--- config.mk ---
export PLATFORM = sky130hd
export DESIGN_NAME = mem_ctrl
export DESIGN_NICKNAME = d
export VERILOG_FILES = /design/src/rtl/mem_ctrl_pkg.sv /design/src/rtl/mem_ctrl_ibuf.sv /design/src/rtl/mem_ctrl.sv
export SDC_FILE = /design/constraint.sdc
export NUM_CORES = 1
export LEC_CHECK = 0
export CORE_MARGIN = 2
export CORE_UTILIZATION = 30
export CTS_BUF_LIST = sky130_fd_sc_hd__clkbuf_4
export CTS_CLUSTER_DIAMETER = 50
export CTS_CLUSTER_SIZE = 25
export DETAILED_ROUTE_END_ITERATION = 16
export PLACE_DENSITY = 0.58
export SYNTH_ARGS = -nofsm -noshare
export SYNTH_HDL_FRONTEND = slang
export SYNTH_SLANG_ARGS = --single-unit
--- constraint.sdc ---
create_clock -name clk -period 3.7 [get_ports clk]
set_input_delay 0.37 -clock clk [delete_from_list [all_inputs] [get_ports clk]]
set_output_delay 0.37 -clock clk [all_outputs]
set_load 0.02 [all_outputs]
--- src/rtl/mem_ctrl_pkg.sv ---
// mem_ctrl_pkg: shared widths, memory-length codes, FSM encoding and the
// latched-transfer record used by mem_ctrl and its instruction buffer.
package mem_ctrl_pkg;

    localparam int AddrLen = 32;
    localparam int RegLen  = 32;
    localparam logic [RegLen-1:0] ZeroWord = '0;

    // mem_len encodings; 2'b11 is reserved and handled as a word
    localparam logic [1:0] MemByte = 2'b00;
    localparam logic [1:0] MemHalf = 2'b01;
    localparam logic [1:0] MemWord = 2'b10;

    typedef enum logic [2:0] {
        IDLE   = 3'd0,
        IF_RD  = 3'd1,
        MEM_RD = 3'd2,
        MEM_WR = 3'd3,
        DONE   = 3'd4
    } state_t;

    // Transfer captured at acceptance so requesters may change inputs freely
    typedef struct packed {
        logic [AddrLen-1:0] base;
        logic [RegLen-1:0]  wdata;
        logic [2:0]         n;      // byte count 1/2/4
    } xfer_t;

    // Byte count for a MEM-stage access length code
    function automatic logic [2:0] len_bytes(input logic [1:0] len);
        case (len)
            MemByte: return 3'd1;
            MemHalf: return 3'd2;
            default: return 3'd4;
        endcase
    endfunction

endpackage

--- src/rtl/mem_ctrl_ibuf.sv ---
// mem_ctrl_ibuf: one-entry instruction buffer {valid, fetch address, word}.
// Compiled and instantiated only when MEMCTRL_IBUF_EN is defined.
`ifdef MEMCTRL_IBUF_EN
module mem_ctrl_ibuf
    import mem_ctrl_pkg::*;
(
    input  logic               clk,
    input  logic               rst,
    input  logic [AddrLen-1:0] lookup_addr,
    output logic               hit,
    output logic [RegLen-1:0]  hit_data,
    input  logic               fill,
    input  logic [AddrLen-1:0] fill_addr,
    input  logic [RegLen-1:0]  fill_data,
    input  logic               inv,
    input  logic [AddrLen-1:0] inv_addr,
    input  logic [2:0]         inv_n
);
    logic               vld;
    logic [AddrLen-1:0] tag;
    logic [RegLen-1:0]  word;
    logic [AddrLen-1:0] d_st;
    logic [AddrLen-1:0] d_bf;
    logic               overlap;

    assign hit      = vld && (lookup_addr == tag);
    assign hit_data = word;

    // Two short ranges on the 2^32 circle overlap iff either start lies
    // inside the other range; modular subtraction handles the wrap.
    assign d_st    = inv_addr - tag;
    assign d_bf    = tag - inv_addr;
    assign overlap = (d_st < 32'd4) || (d_bf < AddrLen'(inv_n));

    // Fill on every completed RAM fetch; drop the entry on a clobbering store
    always_ff @(posedge clk) begin
        if (!rst) begin
            vld  <= 1'b0;
            tag  <= '0;
            word <= '0;
        end else if (fill) begin
            vld  <= 1'b1;
            tag  <= fill_addr;
            word <= fill_data;
        end else if (inv && overlap) begin
            vld  <= 1'b0;
        end
    end

endmodule
`endif

--- src/rtl/mem_ctrl.sv ---
// mem_ctrl: serialises IF and MEM 1/2/4-byte requests onto a byte-wide RAM
// with 1-cycle read latency; MEM wins arbitration (older instruction).
// Optional one-entry instruction buffer: define MEMCTRL_IBUF_EN.
module mem_ctrl
    import mem_ctrl_pkg::*;
(
    input  logic               clk,
    input  logic               rst,
    input  logic               if_req,
    input  logic [AddrLen-1:0] if_addr,
    output logic [RegLen-1:0]  if_data,
    output logic               if_done,
    input  logic               mem_req,
    input  logic               mem_we,
    input  logic [1:0]         mem_len,
    input  logic [AddrLen-1:0] mem_addr,
    input  logic [RegLen-1:0]  mem_wdata,
    output logic [RegLen-1:0]  mem_rdata,
    output logic               mem_done,
    output logic [AddrLen-1:0] ram_addr,
    output logic               ram_we,
    output logic [7:0]         ram_dout,
    input  logic [7:0]         ram_din,
    output logic               stall_req_if,
    output logic               stall_req_mem
);
    state_t          state;
    xfer_t           xfer;
    logic [2:0]      k;          // byte index; k == n is the trailing capture cycle on reads
    logic [2:0]      k_nxt;
    logic [2:0]      mem_n;
    logic [1:0]      cap_lane;
    logic            last_cap;
    logic [3:0][7:0] lanes;
    logic [3:0][7:0] rd_word;
    logic [3:0][7:0] wr_bytes;
    logic            ibuf_hit;
    logic [RegLen-1:0] ibuf_data;

    assign k_nxt    = k + 3'd1;
    assign mem_n    = len_bytes(mem_len);
    assign cap_lane = 2'(k - 3'd1);
    assign last_cap = (k == xfer.n);
    assign wr_bytes = xfer.wdata;

    assign stall_req_if  = if_req  & ~if_done;
    assign stall_req_mem = mem_req & ~mem_done;

    // Assembled read word including the byte arriving this cycle
    always_comb begin
        rd_word           = lanes;
        rd_word[cap_lane] = ram_din;
    end

`ifdef MEMCTRL_IBUF_EN
    logic ibuf_fill;
    logic ibuf_inv;

    assign ibuf_fill = (state == IF_RD) && last_cap;
    assign ibuf_inv  = (state == IDLE) && mem_req && mem_we;

    mem_ctrl_ibuf u_ibuf (
        .clk         (clk),
        .rst         (rst),
        .lookup_addr (if_addr),
        .hit         (ibuf_hit),
        .hit_data    (ibuf_data),
        .fill        (ibuf_fill),
        .fill_addr   (xfer.base),
        .fill_data   (rd_word),
        .inv         (ibuf_inv),
        .inv_addr    (mem_addr),
        .inv_n       (mem_n)
    );
`else
    assign ibuf_hit  = 1'b0;
    assign ibuf_data = ZeroWord;
`endif

    // Arbitration FSM with registered RAM port and completion outputs
    always_ff @(posedge clk) begin
        if (!rst) begin
            state     <= IDLE;
            xfer      <= '0;
            k         <= '0;
            lanes     <= '0;
            if_data   <= '0;
            if_done   <= 1'b0;
            mem_rdata <= '0;
            mem_done  <= 1'b0;
            ram_addr  <= '0;
            ram_we    <= 1'b0;
            ram_dout  <= '0;
        end else begin
            case (state)
                IDLE: begin
                    k     <= '0;
                    lanes <= '0;
                    if (mem_req) begin
                        xfer     <= '{base: mem_addr, wdata: mem_wdata, n: mem_n};
                        ram_addr <= mem_addr;
                        if (mem_we) begin
                            state    <= MEM_WR;
                            ram_we   <= 1'b1;
                            ram_dout <= mem_wdata[7:0];
                        end else begin
                            state    <= MEM_RD;
                        end
                    end else if (if_req && ibuf_hit) begin
                        state   <= DONE;
                        if_done <= 1'b1;
                        if_data <= ibuf_data;
                    end else if (if_req) begin
                        xfer     <= '{base: if_addr, wdata: ZeroWord, n: 3'd4};
                        ram_addr <= if_addr;
                        state    <= IF_RD;
                    end
                end

                IF_RD, MEM_RD: begin
                    // ram_din carries the byte addressed in the previous cycle
                    if (k != 3'd0)
                        lanes[cap_lane] <= ram_din;
                    if (last_cap) begin
                        state <= DONE;
                        if (state == IF_RD) begin
                            if_done <= 1'b1;
                            if_data <= rd_word;
                        end else begin
                            mem_done  <= 1'b1;
                            mem_rdata <= rd_word;
                        end
                    end else begin
                        k        <= k_nxt;
                        ram_addr <= (k_nxt < xfer.n) ? xfer.base + AddrLen'(k_nxt) : '0;
                    end
                end

                MEM_WR: begin
                    if (k == xfer.n - 3'd1) begin
                        state    <= DONE;
                        mem_done <= 1'b1;
                        ram_addr <= '0;
                        ram_we   <= 1'b0;
                        ram_dout <= '0;
                    end else begin
                        k        <= k_nxt;
                        ram_addr <= xfer.base + AddrLen'(k_nxt);
                        ram_dout <= wr_bytes[k_nxt[1:0]];
                    end
                end

                DONE: begin
                    // Single-cycle pulse; held requests are not re-sampled here
                    state     <= IDLE;
                    if_done   <= 1'b0;
                    mem_done  <= 1'b0;
                    if_data   <= '0;
                    mem_rdata <= '0;
                end

                default: state <= IDLE;
            endcase
        end
    end

endmodule

# Word level (Yosys, flattened, before mapping)
# Cells that the tools add are included.
# word_totals
in_bits,111
output_inout_bits,109
wordCells,112
register_bits,212
# classes
reduce_logical,21
n_lt_le_gt_ge,4
eq_ne,17
n_bitwise,4
n_mux,46
n_addsub,4
# ops
op,n
32-bit 2-to-1 mux,10
32-bit one-hot mux with 2 select lines,3
67-bit 2-to-1 mux,2
32-bit one-hot mux with 3 select lines,1
8-bit 2-to-1 mux,5
32-bit by 3-bit adder with 32-bit output,1
32-bit bitwise mux,1
3-bit 2-to-1 mux,6
2-bit inequality test (second input constant),9
3-bit one-hot mux with 3 select lines,2
3-bit AND reduction,6
8-bit binary-select mux with 2-bit select,1
8-bit demux with 2-bit select,1
8-bit one-hot mux with 2 select lines,1
1-bit 2-to-1 mux,9
3-bit nonzero test,3
4-bit AND reduction,2
2-bit nonzero test,4
3-bit by 2-bit == test with 1-bit output (second input constant),2
3-bit == test,2
2-bit by 3-bit < comparator with 1-bit output (second input constant),2
3-bit one-hot mux with 2 select lines,1
1-bit one-hot mux with 2 select lines,2
2-bit AND reduction,2
other kinds (16),18

# Longest topological paths before layout
# depth
word_depth,9
mapped_depth,11

# Worst setup path before layout
# OpenSTA, ideal clock, no wires.
# synth_path
path_kind,reg2reg
from,register k[1]
to,register ram_addr[20]
period_less_slack_ns,2.949
path_stages_with_launch,12
arrival_ns,2.875
setup_time_ns,0.074
required_ns,3.626
setup_slack_ns,0.751
cell_sequence,dfxtp_1 > ha_1 > clkbuf_1 > xor2_1 > ha_1 > a21oi_1 > or4_4 > buf_6 > buf_8 > nor4_2 > o21ai_1 > a31oi_1
# synth_between
elab_chain_cells,5
elab_cells_between_ends,11
# synth_rtl
item,line_no,text
start: declaration,mem_ctrl.sv:29,logic [2:0] k;
start signal: assignment,mem_ctrl.sv:134,k <= k_nxt;
start signal: assignment,mem_ctrl.sv:147,k <= k_nxt;
3-bit by 1-bit adder with 3-bit output,mem_ctrl.sv:40,assign k_nxt = k + 3'd1;
32-bit by 3-bit adder with 32-bit output / 3-bit < comparator (equally long branches),"mem_ctrl.sv:135, mem_ctrl.sv:148",
32-bit 2-to-1 mux,mem_ctrl.sv:135,ram_addr <= (k_nxt < xfer.n) ? xfer.base + AddrLen'(k_nxt) : '0;
32-bit 2-to-1 mux,mem_ctrl.sv:124,if (last_cap) begin
32-bit one-hot mux with 3 select lines,mem_ctrl.sv:95,case (state)
end signal: assignment,mem_ctrl.sv:101,ram_addr <= mem_addr;
end signal: assignment,mem_ctrl.sv:135,
end signal: assignment,mem_ctrl.sv:148,ram_addr <= xfer.base + AddrLen'(k_nxt);
end: declaration,mem_ctrl.sv:20,"output logic [AddrLen-1:0] ram_addr,"
# Parallel ways exist; a longest one is shown, timed or not. The select of a mux whose other input is x is not followed.
# A chain may end at the register's enable or synchronous reset.

# Final worst setup path
# layout_path
from,register k[1]
to,register ram_addr[25]
# The elaborated chain is that of the path after synthesis.

==> reports/metrics.yaml <==
status: "finished clean"
async_flop_share_pct: 0
hold_buffers: 0
ctsResizeCount: 0
grt_overflow_total: 0
grt_pass1_vias: 8403
worstSetupPathType: "reg2reg"
synth_top_cell_by_area: "dfxtp_1"
setup_viol: 0
min_path_type: "in2reg"
nNetsFinal: 1431
via_per_inst: 4.98
ios: 220
drv_slew: 0
finalWeightedCongestion: 0.801
cp_max_fo: 14
netlist_area_sq_mm: 0.00988
yosysSeqAreaShare_pct: 43.0
final_cells: 1771
cts-root-buf: "clkbuf_4"
vias: 8811
syn_to_final_growth_pct: 30.4
dp_hpwl_mm: 20.5
synth.distinct_cells: 57
cts_buffers: 29
seq_area_sq_mm: 0.00424
routed_wirelength_mm: 29.6
tightest_slew_ns: 0.997
drive_gt1_share_pct: 7.45
start_util_pct: 30.4
avgSynthCellArea_sq_um: 8.76
n_fill_cell: 3290
synth_top_flop_cell: "dfxtp_1"
cts.path.max_buffers: 3
antenna_found_initial: 1
fin_crit_sh_pct: 77.3
p_leak_nw: 4.60
io_buffers: 219
worstPathRequired_ns: 4.33
fp.dieW_um: 185
core_sq_mm: 0.0325
synth_edf_count: 0
grt_max_degree: 88
clock.fmax_mhz: 350
synth_area_leaders: "dfxtp_1 (43%), mux2i_1 (13%), nor2_1 (7.4%), a21oi_1 (4.5%), a22oi_1 (2.9%)"
dieArea_sq_mm: 0.0344
finalSetupTns_ns: 0
drtIter0Drc: 577
die_h_um: 185
cts_tree: "built"
fin_crit_ns: 2.86
slew_headroom_pct: 33.4
cap_violations: 0
row_count: 66
critPathArrivalTime_ns: 3.49
htreeDepth: 1
crit_path_end_kind: "flop"
post_drt_wl_per_cell_um: 16.7
drc: 0
start_kind: "flop"
irDropWorstVdd_uv: 333
rsz0062_at_grt: "no"
drtPass1Iterations: 6
finClkSkew_ns: 0.0344
antenna_left: 0
clk_latency_ns: 0.72
grtUsageTotal_pct: 16.6
numClockSinks: 212
grt_pass1_wl_mm: 46.0
clkTransAtPathRegs_ns: 0.13
ys_ff_latch: 212
hold_viol_final: 0
synth_top_area_share_pct: 43.0
yosysWarningCount: 0
post_cts_buffers: 0
place_inst: 1718
syn_nets: 1252
multi_input_area_sq_mm: 0.00522
powerDensity_mw_per_mm2: 684
syn_inst: 1128
==> cell usage in the layout, fill, tap and decap left out, drive strengths merged, types with 12 or more instances in the layout <==
cell / n
clkbuf: 33
inv: 18
a211oi: 34
a31oi: 16
o21ai: 52
nand2: 71
dfxtp: 212
a21oi: 89
mux2i: 125
buf: 22
nand3: 19
ha: 12
nor3: 13
clkdlybuf4s50: 218
a22oi: 38
or3: 33
nor2: 195
==> stage by stage <==
| stage | hold WS [ns] | power, W | worst slack, ns | util [%] | instance area (sq um) |
|---|---|---|---|---|---|
| 2_1_floorplan | 0.431 | 0.00581 | 0.751 | - | 9880 |
| 5_1_grt | 0.169 | 0.00943 | 0.565 | 39.7 | 12900 |
| 3_3_place_gp | 0.437 | 0.00720 | 0.941 | 38.3 | 12400 |
| 3_5_place_dp | 0.442 | 0.00725 | 0.852 | 38.3 | 12400 |
| 4_1_cts | 0.114 | 0.00891 | 0.865 | 39.7 | 12900 |
| 6_report | 0.184 | 0.00881 | 0.839 | 39.7 | 12900 |
==> final timing paths <==
| path | startpoint | endpoint | slack, ns | cells after the start |
|---|---|---|---|---|
| setup / recovery | k[1] | ram_addr[25] | 0.84 | 8 |
| hold / removal | mem_req | xfer[0] | 0.18 | 5 |
| setup reg to reg | k[1] | ram_addr[25] | 0.84 | 8 |
| hold reg to reg | lanes[25] | lanes[25] | 0.46 | 2 |
==> layout make-up <==
class / instances / share of cell area [%]
Antenna cell: 1 / 0.0194
Clock buffer: 33 / 1.92
Clock inverter: 19 / 1.65
Inverter: 15 / 0.476
Multi-Input combinational cell: 809 / 40.5
Sequential cell: 212 / 32.9
Tap cell: 442 / 4.29
Timing Repair Buffer: 240 / 18.2
==> synthesized netlist by cell type (3+ instances only) <==
cell type and number:
o211ai_1 3, nor2b_1 4, nor4_1 9, nand3_1 19, a31oi_1 15, nand4_1 7, xnor2_1 7, buf_1 6
mux2_2 6, buf_2 10, a311oi_1 3, nand2b_1 10, a211oi_1 34, nor2_1 195, nor3_1 13, ha_1 12
xor2_1 10, and4_1 5, a21oi_1 88, o21a_1 5, inv_1 14, nand2_1 71, o31a_1 9, mux2i_1 125
dfxtp_1 212, mux4_2 8, or3_1 33, nand4b_1 3, o21ai_1 17, clkbuf_1 67, buf_4 7, a22oi_1 38
o21ai_0 35
==> critical path: stages, from the launching register on <==
cell      delay [ns]
dfxtp_1         0.49
ha_1            0.24
xor2_1          0.26
ha_1            0.34
a21oi_1         0.33
a21o_1          0.50
nor2_1          0.17
a311oi_1        0.33
a21oi_1         0.10
==> state kept, by name, indices dropped and copies added, names as in the netlist <==
register,count
mem_rdata,32
ram_we,1
mem_done,1
xfer,35
lanes,32
if_done,1
wr_bytes,32
ram_addr,32
k,3
if_data,32
ram_dout,8
state,3
==> layer usage <==
| metal | vias up | track usage [%] | part of all wire (%) | wire, um |
|---|---|---|---|---|
| met4 | 0 | 3.71 | 2.2 | 664 |
| met2 | 242 | 27.5 | 45 | 13400 |
| met5 | - | 0 | 0 | 0 |
| met1 | 4152 | 22.0 | 46 | 13500 |
| met3 | 45 | 3.68 | 6.9 | 2060 |
| li1 | 4372 | - | - | - |
==> cell families (layout without fill, tap and decap cells) <==
| kind of cell | count (synthesis) | count (layout) | synth area share (%) |
|---|---|---|---|
| AND/OR/NAND/NOR | 380 | 380 | 17.4 |
| adder cells (fa/ha/maj) | 13 | 13 | 1.72 |
| AO/OA/AOI/OAI | 259 | 259 | 16.4 |
| XOR/XNOR | 18 | 18 | 1.73 |
| other | 0 | 1 | 0 |
| multiplexers | 139 | 139 | 15.2 |
| flip-flops | 212 | 212 | 43.0 |
| buffers and inverters | 107 | 307 | 4.65 |
==> where the power goes <==
group          switching, W  total [W]  internal (W)
clock network      0.000947    0.00163      0.000682
registers          0.000436    0.00322       0.00278
logic               0.00235    0.00396       0.00161
total               0.00374    0.00881       0.00507
Power figures use the tool's default switching activity.
